## config.mk

```make
export PLATFORM = sky130hd
export DESIGN_NAME = uart_rx
export DESIGN_NICKNAME = d
export VERILOG_FILES = /design/src/rtl/uart_pkg.sv /design/src/rtl/clockdiv.sv /design/src/rtl/uart_sync2.sv /design/src/rtl/uart_rx.sv
export SDC_FILE = /design/constraint.sdc
export NUM_CORES = 1
export LEC_CHECK = 0
export ABC_AREA = 1
export CAP_MARGIN = 40
export CORE_MARGIN = 2
export CORE_UTILIZATION = 50
export CTS_CLUSTER_SIZE = 16
export DETAILED_ROUTE_END_ITERATION = 7
export DONT_BUFFER_PORTS = 1
export GPL_TIMING_DRIVEN = 0
export SLEW_MARGIN = 30
export SYNTH_ARGS = -nofsm -noshare
export SYNTH_HDL_FRONTEND = slang
export SYNTH_HIERARCHICAL = 1
export SYNTH_SLANG_ARGS = --single-unit
export TNS_END_PERCENT = 10
```

## constraint.sdc

```tcl
create_clock -name i_clk -period 2 [get_ports i_clk]
set_clock_uncertainty 0.15 [all_clocks]
set_input_delay 0.4 -clock i_clk [delete_from_list [all_inputs] [get_ports i_clk]]
set_output_delay 0.4 -clock i_clk [all_outputs]
set_load 0.01 [all_outputs]
```

## src/rtl/uart_pkg.sv

```systemverilog
// Shared UART definitions: receiver state encoding, legal line rates and the
// parity/vote helpers used by both the transmitter and the receiver.
`timescale 1ns/1ps
package uart_pkg;

  localparam logic [2:0] ST_IDLE   = 3'd0;
  localparam logic [2:0] ST_START  = 3'd1;
  localparam logic [2:0] ST_DATA   = 3'd2;
  localparam logic [2:0] ST_PARITY = 3'd3;
  localparam logic [2:0] ST_STOP   = 3'd4;

  localparam int MAX_FRAME  = 9;
  localparam int NUM_BAUDS  = 9;
  localparam int LEGAL_BAUDS [NUM_BAUDS] = '{
    9_600, 19_200, 38_400, 57_600, 100_000, 115_200, 230_400, 460_800, 921_600
  };

  function automatic logic baud_is_legal(input int baud);
    logic ok;
    ok = 1'b0;
    for (int i = 0; i < NUM_BAUDS; i++) begin
      if (LEGAL_BAUDS[i] == baud) ok = 1'b1;
    end
    return ok;
  endfunction

  // Even-parity bit for a frame; narrower frames are zero-extended by the caller.
  function automatic logic even_parity(input logic [MAX_FRAME-1:0] d);
    return ^d;
  endfunction

  function automatic logic maj3(input logic a, input logic b, input logic c);
    return (a & b) | (a & c) | (b & c);
  endfunction

endpackage

```

## src/rtl/clockdiv.sv

```systemverilog
// Tick generator: one-cycle o_tick every I_CLK_FRQ/FREQUENCY clocks while enabled.
`timescale 1ns/1ps
module clockdiv #(
  parameter int I_CLK_FRQ = 100_000_000,
  parameter int FREQUENCY = 153_600
) (
  input  logic i_clk,
  input  logic i_rst,
  input  logic i_en,
  output logic o_tick
);

  localparam int DIV = (I_CLK_FRQ / FREQUENCY < 1) ? 1 : I_CLK_FRQ / FREQUENCY;
  localparam int CW  = (DIV > 1) ? $clog2(DIV) : 1;

  logic [CW-1:0] cnt_q, cnt_d;
  logic          wrap;

  assign wrap   = (cnt_q == CW'(DIV - 1));
  assign o_tick = i_en & wrap;

  always_comb begin
    cnt_d = cnt_q;
    if (i_en) cnt_d = wrap ? '0 : cnt_q + CW'(1);
  end

  always_ff @(posedge i_clk) begin
    if (i_rst) cnt_q <= '0;
    else       cnt_q <= cnt_d;
  end

endmodule

```

## src/rtl/uart_sync2.sv

```systemverilog
// Two-flop synchronizer for an asynchronous input; RST_VAL is the idle level.
`timescale 1ns/1ps
module uart_sync2 #(
  parameter logic RST_VAL = 1'b1
) (
  input  logic i_clk,
  input  logic i_rst,
  input  logic i_d,
  output logic o_q
);

  logic q1_q, q2_q;

  always_ff @(posedge i_clk) begin
    if (i_rst) begin
      q1_q <= RST_VAL;
      q2_q <= RST_VAL;
    end else begin
      q1_q <= i_d;
      q2_q <= q1_q;
    end
  end

  assign o_q = q2_q;

endmodule

```

## src/rtl/uart_rx.sv

```systemverilog
// Oversampling UART receiver (LSB first, optional even parity, 1/2 stop bits).
// Define UART_RX_MAJORITY_EN for 2-of-3 voting around each mid-bit sample.
`timescale 1ns/1ps
module uart_rx
  import uart_pkg::*;
#(
  parameter int I_CLK_FRQ = 100_000_000,
  parameter int BAUD      = 9600,
  parameter int PARITY    = 0,
  parameter int FRAME     = 8,
  parameter int STOP      = 1,
  parameter int OVS       = 16
) (
  input  logic             i_clk,
  input  logic             i_rst,
  input  logic             i_rx,
  output logic [FRAME-1:0] o_data,
  output logic             o_valid,
  output logic             o_parity_err,
  output logic             o_frame_err,
  output logic             o_busy
);

  localparam int TW  = $clog2(OVS);
  localparam int IW  = (FRAME > 1) ? $clog2(FRAME) : 1;
  localparam int MID = OVS / 2;
`ifdef UART_RX_MAJORITY_EN
  localparam int START_LAST = MID;       // vote completes one tick after mid
`else
  localparam int START_LAST = MID - 1;
`endif

  logic rx_s, tick, bit_val;

  uart_sync2 #(.RST_VAL(1'b1)) u_sync (
    .i_clk (i_clk),
    .i_rst (i_rst),
    .i_d   (i_rx),
    .o_q   (rx_s)
  );

  clockdiv #(.I_CLK_FRQ(I_CLK_FRQ), .FREQUENCY(BAUD * OVS)) u_div (
    .i_clk  (i_clk),
    .i_rst  (i_rst),
    .i_en   (1'b1),
    .o_tick (tick)
  );

`ifdef UART_RX_MAJORITY_EN
  logic [1:0] hist_q;

  always_ff @(posedge i_clk) begin
    if (i_rst)     hist_q <= 2'b11;
    else if (tick) hist_q <= {hist_q[0], rx_s};
  end

  assign bit_val = maj3(hist_q[1], hist_q[0], rx_s);
`else
  assign bit_val = rx_s;
`endif

  logic [2:0]       state_q, state_d;
  logic [TW-1:0]    tcnt_q, tcnt_d;
  logic [IW-1:0]    idx_q, idx_d;
  logic             scnt_q, scnt_d;
  logic [FRAME-1:0] shift_q, shift_d;
  logic             pe_acc_q, pe_acc_d;
  logic             fe_acc_q, fe_acc_d;
  logic             armed_q, armed_d;
  logic [FRAME-1:0] data_q, data_d;
  logic             valid_q, valid_d;
  logic             perr_q, perr_d;
  logic             ferr_q, ferr_d;
  logic             fe_now;

  assign fe_now = fe_acc_q | ~bit_val;

  always_comb begin
    state_d  = state_q;
    tcnt_d   = tcnt_q;
    idx_d    = idx_q;
    scnt_d   = scnt_q;
    shift_d  = shift_q;
    pe_acc_d = pe_acc_q;
    fe_acc_d = fe_acc_q;
    armed_d  = armed_q;
    data_d   = data_q;
    valid_d  = 1'b0;
    perr_d   = perr_q;
    ferr_d   = ferr_q;
    if (tick) begin
      case (state_q)
        ST_IDLE: begin
          // A held-low line after a framing error must go high once before re-arming.
          if (rx_s) armed_d = 1'b1;
          else if (armed_q) begin
            state_d = ST_START;
            tcnt_d  = '0;
          end
        end
        ST_START: begin
          if (tcnt_q == TW'(START_LAST)) begin
            tcnt_d = '0;
            if (bit_val) state_d = ST_IDLE;
            else begin
              state_d = ST_DATA;
              idx_d   = '0;
            end
          end else tcnt_d = tcnt_q + TW'(1);
        end
        ST_DATA: begin
          if (tcnt_q == TW'(OVS - 1)) begin
            tcnt_d         = '0;
            shift_d[idx_q] = bit_val;
            if (idx_q == IW'(FRAME - 1)) begin
              state_d  = (PARITY != 0) ? ST_PARITY : ST_STOP;
              scnt_d   = 1'b0;
              pe_acc_d = 1'b0;
              fe_acc_d = 1'b0;
            end else idx_d = idx_q + IW'(1);
          end else tcnt_d = tcnt_q + TW'(1);
        end
        ST_PARITY: begin
          if (tcnt_q == TW'(OVS - 1)) begin
            tcnt_d   = '0;
            pe_acc_d = bit_val ^ even_parity(MAX_FRAME'(shift_q));
            state_d  = ST_STOP;
          end else tcnt_d = tcnt_q + TW'(1);
        end
        ST_STOP: begin
          if (tcnt_q == TW'(OVS - 1)) begin
            tcnt_d = '0;
            if (scnt_q == 1'(STOP - 1)) begin
              state_d = ST_IDLE;
              valid_d = 1'b1;
              data_d  = shift_q;
              perr_d  = pe_acc_q;
              ferr_d  = fe_now;
              armed_d = ~fe_now;
            end else begin
              scnt_d   = 1'b1;
              fe_acc_d = fe_now;
            end
          end else tcnt_d = tcnt_q + TW'(1);
        end
        default: state_d = ST_IDLE;
      endcase
    end
  end

  always_ff @(posedge i_clk) begin
    if (i_rst) begin
      state_q  <= ST_IDLE;
      tcnt_q   <= '0;
      idx_q    <= '0;
      scnt_q   <= 1'b0;
      shift_q  <= '0;
      pe_acc_q <= 1'b0;
      fe_acc_q <= 1'b0;
      armed_q  <= 1'b1;
      data_q   <= '0;
      valid_q  <= 1'b0;
      perr_q   <= 1'b0;
      ferr_q   <= 1'b0;
    end else begin
      state_q  <= state_d;
      tcnt_q   <= tcnt_d;
      idx_q    <= idx_d;
      scnt_q   <= scnt_d;
      shift_q  <= shift_d;
      pe_acc_q <= pe_acc_d;
      fe_acc_q <= fe_acc_d;
      armed_q  <= armed_d;
      data_q   <= data_d;
      valid_q  <= valid_d;
      perr_q   <= perr_d;
      ferr_q   <= ferr_d;
    end
  end

  assign o_data       = data_q;
  assign o_valid      = valid_q;
  assign o_parity_err = perr_q;
  assign o_frame_err  = ferr_q;
  assign o_busy       = (state_q != ST_IDLE);

endmodule

```

* After elaboration in Yosys (flattened, before gate mapping)
Index checks and enable logic that the tools add are counted.
** Operators by class
- $lt $le $gt $ge :: 2
- Reduce and logical (&&, ||, !) cells :: 21
- Add/subtract/negate cells :: 3
- Bitwise operators :: 8
- Mux-type cells :: 38
- Equal/unequal tests :: 20
** Operators with widths (number)
- 2-to-1 mux 3 bit :: 12
- != test 2 bit (second input constant) :: 11
- 2-to-1 mux 4 bit :: 4
- one-hot mux 3 bit (5 select lines) :: 1
- AND reduction 5 bit :: 3
- 2-to-1 mux 1 bit :: 12
- one-hot mux 4 bit (3 select lines) :: 1
- AND reduction 6 bit :: 2
- adder 10 x 1 -> 10 bit (second input constant) :: 1
- == test 10 bit (second input constant) :: 1
- AND reduction 9 bit :: 1
- parity 9 bit :: 1
- bitwise mux 8 bit :: 1
- one-hot mux 1 bit (2 select lines) :: 4
- AND reduction 4 bit :: 2
- nonzero test 2 bit :: 4
- == test 3 x 2 -> 1 bit (second input constant) :: 2
- == test 3 bit (second input constant) :: 2
- NOT 1 bit :: 6
- one-hot mux 3 bit (2 select lines) :: 1
- nonzero test 3 bit :: 2
- adder 4 x 1 -> 4 bit (second input constant) :: 1
- == test 4 x 3 -> 1 bit (second input constant) :: 1
- == test 4 bit (second input constant) :: 1
- 15 further kinds :: 15
** Word-level totals
- Bits in registers :: 45
- Bits of input ports :: 3
- Output and inout bits :: 12
- Logic and storage cells :: 107

* Longest topological paths before layout
Gate-level depths: netlist of the first run.
- Word-level depth :: 6
- Gate-level depth with buffers :: 13
- Mapped depth without buffers :: 12

* Hierarchy
Netlist of the first run, hierarchy kept.
** By module, submodules not included
- uart_rx :: seq. area each 640.6 µm², cells each 235, times used 1, area an instance 1629.1 µm²
- clockdiv :: seq. area each 200.2 µm², cells each 73, times used 1, area an instance 544.3 µm²
- uart_sync2 :: seq. area each 40.0 µm², cells each 7, times used 1, area an instance 58.8 µm²

* Worst setup path after synthesis of the first run
Ideal clock, no wire load.
- Path kind :: reg-to-reg
- Start :: register u_div.cnt_q[0]
- End :: register shift_q[2]
- Slack :: 216 ps
- Cell stages (with the launch flop) :: 12
- Data arrival time :: 1515 ps
- Library setup time :: 119 ps
- Cells stage by stage :: dfxtp_1 -> inv_1 -> ha_1 -> nand3_1 -> nor2_2 -> nand3_4 -> inv_2 -> nand2_1 -> nor2_2 -> nand2_1 -> o21ai_1 -> a21oi_1
** On the way
- Longest elaborated chain between the ends :: 2
** Ends and longest elaborated chain
- start, declared :: line clockdiv.sv:16 : logic [CW-1:0] cnt_q, cnt_d;
- start signal, assigned :: line clockdiv.sv:29 : else cnt_q <= cnt_d;
- == test 10 bit :: line clockdiv.sv:19 : assign wrap = (cnt_q == CW'(DIV - 1));
- via tick :: line uart_rx.sv:33 : logic rx_s, tick, bit_val;
- AND reduction 3 bit (no line)
- end signal, assigned :: line uart_rx.sv:170 : shift_q <= shift_d;
- end, declared :: line uart_rx.sv:66 : logic [FRAME-1:0] shift_q, shift_d;
The timed path passes the listed nets, and every way through them passes these cells.
A chain may end at the register's enable or synchronous reset.

* Worst setup path after layout of the first run
- Start :: register u_div.cnt_q[5]
- End :: register shift_q[4]
Same word-level chain as after synthesis.

==> impl_metrics.csv, run 1 <==
group,metric,value,unit
synth,ys_ff_latch,44,
grt,grt_usage,0.1888,
layout,fin_nets,335,
cts,clkLatencyLatePin,0.29,ns
synth,synth_area_leaders,"dfxtp_1 39%, nand2_1 12%, nor2_1 6.7%",
pwr,peakVddDrop,0.5041,mV
setup_path,critPathLaunchType,"flip-flop",
grt,grt_max_degree,14,
synth,syn-instance-count,315,
timing,fmax,543.5,MHz
setup_path,cp.arrival,1.87,ns
timing,slew_viol_final,0,
floorplan,fp.coreArea,4324,um^2
synth,avgSynthCellArea,7.086,um^2
cts,cts_htree_levels,2,
pwr,total_power,1683,uW
cts,cts_tree,"built",
setup_path,cp_common_cell,"nor2_4",
setup_path,cp-end-kind,"flip-flop",
floorplan,dieHeight,70.82,um
layout,diodes,0,
floorplan,ios,15,
route,wl_per_cell,11.42,um
grt,grt_pass1_wl,7548,um
placement,post-dp-hpwl,3218,um
layout,drive_gt1_frac,0.1799,
grt,grt_pass1_vias,1649,
timing,fin_crit,1.840,ns
synth,syn_nets,323,
synth,yosys_warnings,6,
outcome,run_status,"finished clean",
run,cap_violations,0,
timing,finalCritPeriodShare,0.9200,
route,wl,4341,um
timing,setup_violations,0,
synth,yosysSeqAreaShare,0.3946,
route,num_vias,1884,
setup_path,path_cells,"buf_6 > nor2_1 > nand3_2 > nor2_4 > nand3_4 > inv_2 > nand2_2 > nor2_4 > nand2_1 > o21ai_1 > a21oi_1",
layout,layout_commonest_cell,"nand2_1",
synth,synthFlopType,"dfxtp_1",
synth,netlist.area_leader.share,0.3946,
synth,synth_top_area_cell,"dfxtp_1",
synth,netlist_area,2232,um^2
layout,final_cell_mix,"68 x nand2_1, 42 x dfxtp_1, 40 x nor2_1, 27 x inv_1, 26 x a21oi_1",
grt,grt_overflow,0,
placement,io_buffers,0,
floorplan,rows,24,
route,drtIter0Drc,71,
setup_path,worst-path-max-fanout,7,
route,vias_per_cell,4.958,
setup_path,cpPeakStageDelay,0.31,ns
cts,clk_pin_slew,0.08,ns
route,drc_errors,0,
floorplan,die_area,5015,um^2
route,postRouteAntennaNets,0,
setup_path,slowest_stage,"dfxtp_1",
route,first_pass_iters,4,
layout,stdcell_area,2486,um^2
grt,antenna_found_initial,0,
cts,cts_hold_buf,0,
pwr,p_leak,0.001015,uW
synth,async_reset_ff_frac,0,
cts,clock-root-buffer,"clkbuf_8",
timing,tightest_slew,0.5192,ns
timing,max_slew_margin,0.6538,
setup_path,crit_required,2.03,ns
cts,cts.sink_count,44,
pwr,p_per_area,677.0,nW/um^2
synth,synth_edf_count,0,
floorplan,die_w,70.82,um
timing,whs,0.01822,ns
timing,finalHoldViolations,0,
setup_path,critPathKind,"flip-flop to flip-flop",
synth,synth_cell_types,31,
hold_path,hold_class,"input pin to flip-flop",
floorplan,start_util,0.5162,
cts,cts_max_path_buffers,2,
cts,cts-buffers-inserted,5,
layout,syn_to_final_growth,11.38,%
placement,dpl_cell_area,2297,um^2
placement,gp_congestion,0.8386,
-- cells in the mapped netlist (2+ instances only) --
cell type / number
nand2_2: 6
clkbuf_1: 3
nand4_1: 2
nor3_1: 6
ha_1: 5
o21ai_2: 2
xor2_1: 4
nor2_1: 40
buf_4: 2
buf_6: 2
o21ai_0: 13
dfxtp_1: 44
inv_2: 10
nand3_2: 2
a21oi_1: 26
o21ai_1: 14
nand3_1: 15
nor3_2: 2
inv_1: 27
nor2_4: 6
nand2_1: 69
xnor2_1: 2
nor2_2: 5
-- state kept, by name, indices dropped and copies added, names as in the netlist --
| signal | cells |
|---|---|
| u_div/cnt_q | 10 |
| o_data | 8 |
| shift_q | 8 |
| tcnt_q | 4 |
| idx_q | 3 |
| state_q | 3 |
| armed_q | 1 |
| fe_acc_q | 1 |
| o_frame_err | 1 |
| o_parity_err | 1 |
| o_valid | 1 |
| pe_acc_q | 1 |
| u_sync/o_q | 1 |
| u_sync/q1_q | 1 |
-- stage by stage --
step                      TNS [ns]  worst slack, ns  utilization  std cells
final                            0           0.1600       0.5749        380
after global routing      -0.02587         -0.01983       0.5749        380
after CTS                        0          0.02104       0.5616        375
after detailed placement   -0.3329         -0.07557       0.5313        367
after global placement     -0.3027         -0.07247       0.5313        367
after floorplan                  0           0.2161            -        315
-- worst max-delay path, delay by kind of cell (launching register included) --
family	cells	cell delay, ns
AND/OR/NAND/NOR	7	0.88
AO/OA/AOI/OAI	2	0.17
flip-flops	1	0.31
buffers and inverters	2	0.21
-- final cells by class --
type / instances / area (um^2)
inverters: 38 / 142.6
clock buffers: 7 / 96.34
well taps: 52 / 65.06
plain buffers: 8 / 53.80
fillers: 441 / 1838
flip-flops and latches: 44 / 883.3
multi-input cells: 225 / 1177
clock inverters: 1 / 30.03
repair buffers: 5 / 37.54
-- metal layers --
layer | track usage | vias up | part of all wire
met1 | 0.2629 | 827 | 0.51
met4 | 0.06918 | 0 | 0.013
met5 | 0 | - | 0
met3 | 0.04274 | 4 | 0.044
li1 | - | 1029 | -
met2 | 0.2876 | 24 | 0.43
-- where the power goes --
| part | switching (uW) | leakage, uW | internal, uW |
|---|---|---|---|
| Combinational | 33.5 | 0.000595 | 17.1 |
| Sequential | 6.06 | 0.000356 | 882 |
| Clock | 303 | 0.0000645 | 441 |
-- final timing paths --
check | startpoint | to | slack, ns | depth (start not counted)
worst min-delay path | i_rst | u_div/cnt_q[8]$_SDFFE_PP0P_ | 0.02 | 1
worst max-delay path | u_div/cnt_q[5]$_SDFFE_PP0P_ | shift_q[4]$_SDFFE_PP0P_ | 0.16 | 11
worst min register to register | u_sync/q1_q$_SDFF_PP1_ | u_sync/o_q$_SDFF_PP1_ | 0.27 | 2
worst max register to register | u_div/cnt_q[5]$_SDFFE_PP0P_ | shift_q[4]$_SDFFE_PP0P_ | 0.16 | 11
-- kinds of logic after synthesis --
| logic type | after synthesis | synth area share |
|---|---|---|
| adders and majority gates | 5 | 0.02803 |
| AOI/OAI and AO/OA | 57 | 0.1357 |
| other | 1 | 0.001680 |
| and+or+nand+nor | 156 | 0.3285 |
| xor gates and xnor gates | 6 | 0.02354 |
| buffers and inverters | 46 | 0.08800 |
| DFF | 44 | 0.3946 |
-- repair_timing --
action / 4_1_cts / 5_1_grt
endpoints found under the setup margin: 10 / 17
buffers inserted: 0 / 5
endpoints found under the hold margin: 0 / 0
pin swaps: 1 / 4
resized for setup: 1 / 6
gates cloned: 0 / 0
No activity file was read; power rests on OpenSTA's default activity.
==> run 2, diff against run 1 <==
Settings changed: CAP_MARGIN 40 to 20, CORE_ASPECT_RATIO set to 1.75.
==> impl_metrics.csv, run 2 (synthesis gave the netlist of run 1 again) <==
group,metric,value,unit
outcome,run_status,"finished clean",
setup_path,cp_common_cell,"nand2_1",
pwr,internal-power,1271,uW
grt,grt_pass1_vias,1803,
timing,tightest_slew,0.5119,ns
setup_path,reg2reg_from,"u_div/cnt_q[1]$_SDFFE_PP0P_",
hold_path,hold_end,"u_div/cnt_q[5]$_SDFFE_PP0P_",
cts,clock-root-buffer,"clkbuf_8",
route,vias_per_cell,5.069,
layout,diodes,0,
layout,fin_nets,334,
route,first_pass_iters,4,
hold_path,hold_class,"input pin to flip-flop",
run,cap_violations,0,
setup_path,critPathLaunchType,"flip-flop",
hold_path,holdPathStages,1,
floorplan,rows,32,
setup_path,crit_family,"simple AND/OR/NAND/NOR gates",
setup_path,slowest_stage,"dfxtp_1",
timing,fmax,539.4,MHz
layout,fillCellCount,451,
placement,io_buffers,0,
placement,place_ws,-0.08145,ns
timing,finalCritPeriodShare,0.9269,
layout,final_cell_mix,"69 x nand2_1, 43 x dfxtp_1, 40 x nor2_1, 27 x inv_1, 26 x a21oi_1",
floorplan,die_area,5035,um^2
route,wl_per_cell,12.53,um
route,num_vias,1916,
setup_path,critPathKind,"flip-flop to flip-flop",
layout,layout_commonest_cell,"nand2_1",
floorplan,dieHeight,92.39,um
floorplan,fp.coreArea,4364,um^2
hold_path,hp-start,"i_rst",
layout,regMostFlops,"u_div/cnt_q",
grt,grt_pass1_wl,7693,um
route,drtIter0Drc,26,
setup_path,r2r_end,"shift_q[1]$_SDFFE_PP0P_",
pwr,pwr-share-seq,0.552,
cts,cts-buffers-inserted,5,
setup_path,worst-path-buf-inv,1,
pwr,p_leak,0.0009992,uW
cts,cts_tree,"built",
cts,cts_max_path_buffers,2,
route,drc_errors,0,
setup_path,crit_required,2.05,ns
timing,timing.setup.tns,0,ns
setup_path,worst-path-max-fanout,5,
grt,grt_overflow,0,
grt,grt_max_degree,14,
setup_path,cp-end-kind,"flip-flop",
setup_path,cp.arrival,1.90,ns
placement,post-dp-hpwl,3661,um
floorplan,ios,15,
floorplan,die_w,54.51,um
pwr,power_frac_comb,0.032,
pwr,clockPowerShare,0.416,
route,postRouteAntennaNets,0,
timing,fin_ws,0.1462,ns
timing,max_slew_margin,0.6587,
setup_path,r2r_setup_slack,0.15,ns
cts,clk_pin_slew,0.08,ns
cts,clkLatencyLatePin,0.30,ns
pwr,switching_power,339.6,uW
layout,largest_register_ffs,10,
layout,drive_gt1_frac,0.1621,
timing,slew_viol_final,0,
pwr,peakVddDrop,0.4564,mV
grt,antenna_found_initial,0,
timing,finalHoldViolations,0,
setup_path,ff2ff_path_depth,10,
pwr,p_per_area,658.2,nW/um^2
setup_path,cpPeakStageDelay,0.39,ns
placement,gp_congestion,0.8340,
layout,syn_to_final_growth,9.641,%
pwr,p_sw_frac,0.2108,
grt,grt_usage,0.2118,
timing,setup_violations,0,
setup_path,path_cells,"ha_1 > nand3_1 > nor2_4 > nand3_4 > nor2_2 > nand2_1 > clkinv_1 > nand2_1 > o21ai_1 > a21oi_1",
floorplan,start_util,0.5115,
route,wl,4738,um
timing,rsz0062_at_grt,"true",
cts,cts.sink_count,44,
cts,cts_htree_levels,2,
timing,fin_crit,1.854,ns
-- run 2: cell types whose count changed in the layout (fill, tap and decap cells not counted), sizes merged --
| cell | change |
|---|---|
| buf | -2 |
| dlygate4sd3 | +1 |
| clkinv | +1 |
| clkbuf | -1 |
-- run 2: layout make-up --
type | count | area, um^2 | share of cell area
Buffer | 8 | 53.80 | 0.02198
Clock buffer | 6 | 72.57 | 0.02965
Clock inverter | 2 | 35.03 | 0.01431
Inverter | 38 | 142.6 | 0.05828
Multi-Input combinational cell | 225 | 1165 | 0.4760
Sequential cell | 44 | 882.1 | 0.3604
Tap cell | 51 | 63.81 | 0.02607
Timing Repair Buffer | 4 | 32.53 | 0.01329
-- run 2: what timing repair did --
item	CTS	global route
setup endpoints to repair	11	16
hold buffers	0	1
pin swaps	0	1
resized for setup	1	2
hold endpoints to repair	0	1
setup buffers	0	3
-- run 2: worst max path at each step --
stage,startpoint,cells past startpoint,to
CTS,u_div/cnt_q[0]$_SDFFE_PP0P_,11,shift_q[4]$_SDFFE_PP0P_
finish,u_div/cnt_q[1]$_SDFFE_PP0P_,10,shift_q[1]$_SDFFE_PP0P_
detailed placement,u_div/cnt_q[0]$_SDFFE_PP0P_,11,shift_q[4]$_SDFFE_PP0P_
global route,u_div/cnt_q[1]$_SDFFE_PP0P_,10,shift_q[1]$_SDFFE_PP0P_
floorplan,u_div/cnt_q[0]$_SDFFE_PP0P_,11,shift_q[2]$_SDFFE_PP0P_
global placement,u_div/cnt_q[0]$_SDFFE_PP0P_,11,shift_q[4]$_SDFFE_PP0P_
-- run 2: worst register-to-register path, delay by kind of cell (launching register included) --
| family | cells | cell delay [ns] |
|---|---|---|
| AO/OA/AOI/OAI | 2 | 0.17 |
| adder cells (fa/ha/maj) | 1 | 0.18 |
| buffers and inverters | 1 | 0.08 |
| AND/OR/NAND/NOR | 6 | 0.79 |
| flip-flops | 1 | 0.39 |
-- run 2: power by group through the flow --
stage	registers (uW)	logic [uW]	clock network [uW]
2_1_floorplan	907	39.1	0
5_1_grt	890	60.2	720
3_3_place_gp	909	49.8	0
4_1_cts	888	50.4	686
6_report	889	51.9	670
3_5_place_dp	909	50.1	0
-- run 2: stage by stage --
stage               utilization  total power [uW]  area (um^2)  std cells  hold slack (ns)
global placement         0.5261             958.6         2296        366           0.2430
CTS                      0.5519              1625         2409        374         0.001430
floorplan                     -             946.5         2232        315           0.2365
detailed placement       0.5261             959.0         2296        366           0.2505
global route             0.5608              1670         2447        378         0.004426
finish                   0.5608              1611         2447        378          0.01040
-- run 2: layer usage --
metal	track usage	wire, um
met1	0.1970	1772
met2	0.4026	2750
met3	0.03548	94
met4	0.1083	121
met5	0	0
==> run 3, diff against run 2 <==
Settings changed: CORE_MARGIN 2 to not set, SYNTH_HIERARCHICAL 1 to not set.
==> impl_metrics.csv, run 3 <==
group,metric,value,unit
timing,fin_crit,1.847,ns
setup_path,crit_required,2.09,ns
cts,cts_tree,"built",
synth,synthTopCellsByCount,"72 x nand2_1, 44 x dfxtp_1, 38 x nor2_1",
pwr,pwr-share-seq,0.514,
setup_path,cpPeakStageDelay,0.35,ns
placement,dpl_cell_area,2347,um^2
cts,cts-buffers-inserted,5,
placement,post-dp-hpwl,3620,um
floorplan,die_w,53.09,um
route,drtIter0Drc,40,
pwr,p_per_area,690.0,nW/um^2
cts,cts_htree_levels,2,
setup_path,path_cells,"inv_1 > ha_1 > nand2_1 > nor2_4 > nand4_4 > nor2_4 > nand2_4 > clkinv_4 > buf_8 > o21ai_2 > a21oi_2",
synth,yosys_warnings,0,
placement,io_buffers,0,
setup_path,worst-path-max-fanout,10,
synth,yosysSeqAreaShare,0.3858,
setup_path,cp.arrival,1.94,ns
grt,grt_pass1_wl,8321,um
grt,antenna_found_initial,0,
cts,cts_max_path_buffers,2,
timing,setup_violations,0,
pwr,p_leak,0.001022,uW
grt,grt_usage,0.2315,
cts,clock-root-buffer,"clkbuf_8",
grt,grt_max_degree,14,
layout,layout_commonest_cell,"nand2_1",
route,vias_per_cell,5.288,
timing,fmax,541.5,MHz
floorplan,rows,32,
pwr,peakVddDrop,0.5795,mV
synth,netlist.area_leader.share,0.3858,
layout,final_cell_mix,"72 x nand2_1, 41 x dfxtp_1, 36 x nor2_1, 30 x a21oi_1, 26 x inv_1",
synth,syn_nets,324,
layout,largest_register_ffs,10,
pwr,power_frac_comb,0.024,
run,cap_violations,0,
route,drc_errors,0,
pwr,switching_power,343.5,uW
cts,cts_hold_buf,0,
pwr,clockPowerShare,0.462,
layout,drive_gt1_frac,0.1667,
synth,synth_cell_types,38,
setup_path,r2r_setup_slack,0.15,ns
setup_path,critPathLaunchType,"flip-flop",
synth,avgSynthCellArea,7.226,um^2
pwr,internal-power,1387,uW
timing,timing.setup.tns,0,ns
floorplan,dieHeight,91.40,um
layout,syn_to_final_growth,9.808,%
pwr,p_sw_frac,0.1985,
setup_path,worst-path-buf-inv,3,
route,first_pass_iters,4,
synth,async_reset_ff_frac,0,
floorplan,start_util,0.5185,
layout,fin_nets,332,
placement,gp_congestion,0.8010,
timing,rsz0062_at_grt,"false",
grt,grt_overflow,0,
setup_path,cp-end-kind,"flip-flop",
layout,stdcell_area,2507,um^2
floorplan,die_area,4852,um^2
outcome,run_status,"finished clean",
cts,clkLatencyLatePin,0.30,ns
synth,syn-instance-count,316,
timing,slew_viol_final,0,
layout,regMostFlops,"u_div.cnt_q",
setup_path,slowest_stage,"dfxtp_2",
hold_path,hold_class,"input pin to flip-flop",
synth,ys_ff_latch,44,
timing,finalHoldViolations,0,
layout,fillCellCount,436,
timing,finalCritPeriodShare,0.9234,
setup_path,crit_family,"simple AND/OR/NAND/NOR gates",
timing,max_slew_margin,0.6710,
route,wl_per_cell,12.78,um
setup_path,critPathKind,"flip-flop to flip-flop",
synth,synth_top_area_cell,"dfxtp_1",
route,wl,4793,um
synth,netlist_area,2283,um^2
cts,cts.sink_count,44,
synth,synth_most_common_cell,"nand2_1",
route,num_vias,1983,
synth,synthFlopType,"dfxtp_1",
cts,clk_pin_slew,0.09,ns
floorplan,ios,15,
floorplan,fp.coreArea,4404,um^2
route,postRouteAntennaNets,0,
synth,synth_edf_count,0,
timing,tightest_slew,0.4934,ns
layout,diodes,0,
grt,grt_pass1_vias,1938,
synth,synth_area_leaders,"dfxtp_1 39%, nand2_1 12%, a21oi_1 6.6%",
setup_path,cp_common_cell,"nor2_4",
-- run 3: area by class of cell --
type	count	area, um^2	share of cell area
inverter	35	136.4	0.05439
timing repair buffer	1	7.507	0.002994
buffer	5	31.28	0.01248
clock buffer	5	68.82	0.02745
tap	51	63.81	0.02545
multi-input combinational	232	1255	0.5005
sequential	44	884.6	0.3528
clock inverter	2	60.06	0.02395
-- run 3: cell families after synthesis --
family	share of synthesized area
flops	0.3858
buf+inv	0.07342
fa+ha+maj	0.02740
xor+xnor	0.01151
compound gates	0.1359
simple gates	0.3660
-- run 3: worst paths after layout --
check,from,to,cells after the start
max,u_div.cnt_q[0]$_SDFF_PP0_,o_data[6]$_SDFFE_PP0P_,11
min,i_rx,u_sync.q1_q$_SDFF_PP1_,1
max reg2reg,u_div.cnt_q[0]$_SDFF_PP0_,o_data[6]$_SDFFE_PP0P_,11
min reg2reg,u_sync.q1_q$_SDFF_PP1_,u_sync.o_q$_SDFF_PP1_,1
-- run 3: power by group through the flow --
stage	clock network (uW)	logic, uW	registers [uW]
finish	799	41.9	890
global route	850	49.9	891
CTS	821	42.8	889
detailed placement	0	42.8	910
global placement	0	42.1	910
floorplan	0	31.5	908
-- run 3: through the flow --
| stage | hold slack, ns | cells | utilization | power, uW | setup WS (ns) |
|---|---|---|---|---|---|
| 2_1_floorplan | 0.2395 | 316 | - | 939.6 | 0.3038 |
| 3_3_place_gp | 0.2477 | 367 | 0.5330 | 951.7 | 0.09859 |
| 3_5_place_dp | 0.2544 | 367 | 0.5330 | 952.3 | 0.07137 |
| 4_1_cts | 0.04042 | 374 | 0.5622 | 1753 | 0.06147 |
| 5_1_grt | 0.04523 | 375 | 0.5693 | 1791 | 0.006884 |
| 6_report | 0.05158 | 375 | 0.5693 | 1730 | 0.1532 |
-- run 3: what timing repair did --
action,CTS,global route
setup buffers,0,1
endpoints found under the setup margin,0,19
gates resized for setup,0,9
-- run 3: metal layers --
metal	routed length, um	up-vias	global-route usage
met2	2700	19	0.4325
met4	91	0	0.08991
li1	-	1045	-
met5	0	-	0
met3	82	8	0.04355
met1	1918	911	0.2358
-- run 3: worst reg2reg max path, cell delays in order (launching register included) --
cell	delay, ns
dfxtp_2	0.35
inv_1	0.06
ha_1	0.13
nand2_1	0.09
nor2_4	0.12
nand4_4	0.18
nor2_4	0.25
nand2_4	0.10
clkinv_4	0.09
buf_8	0.13
o21ai_2	0.06
a21oi_2	0.09
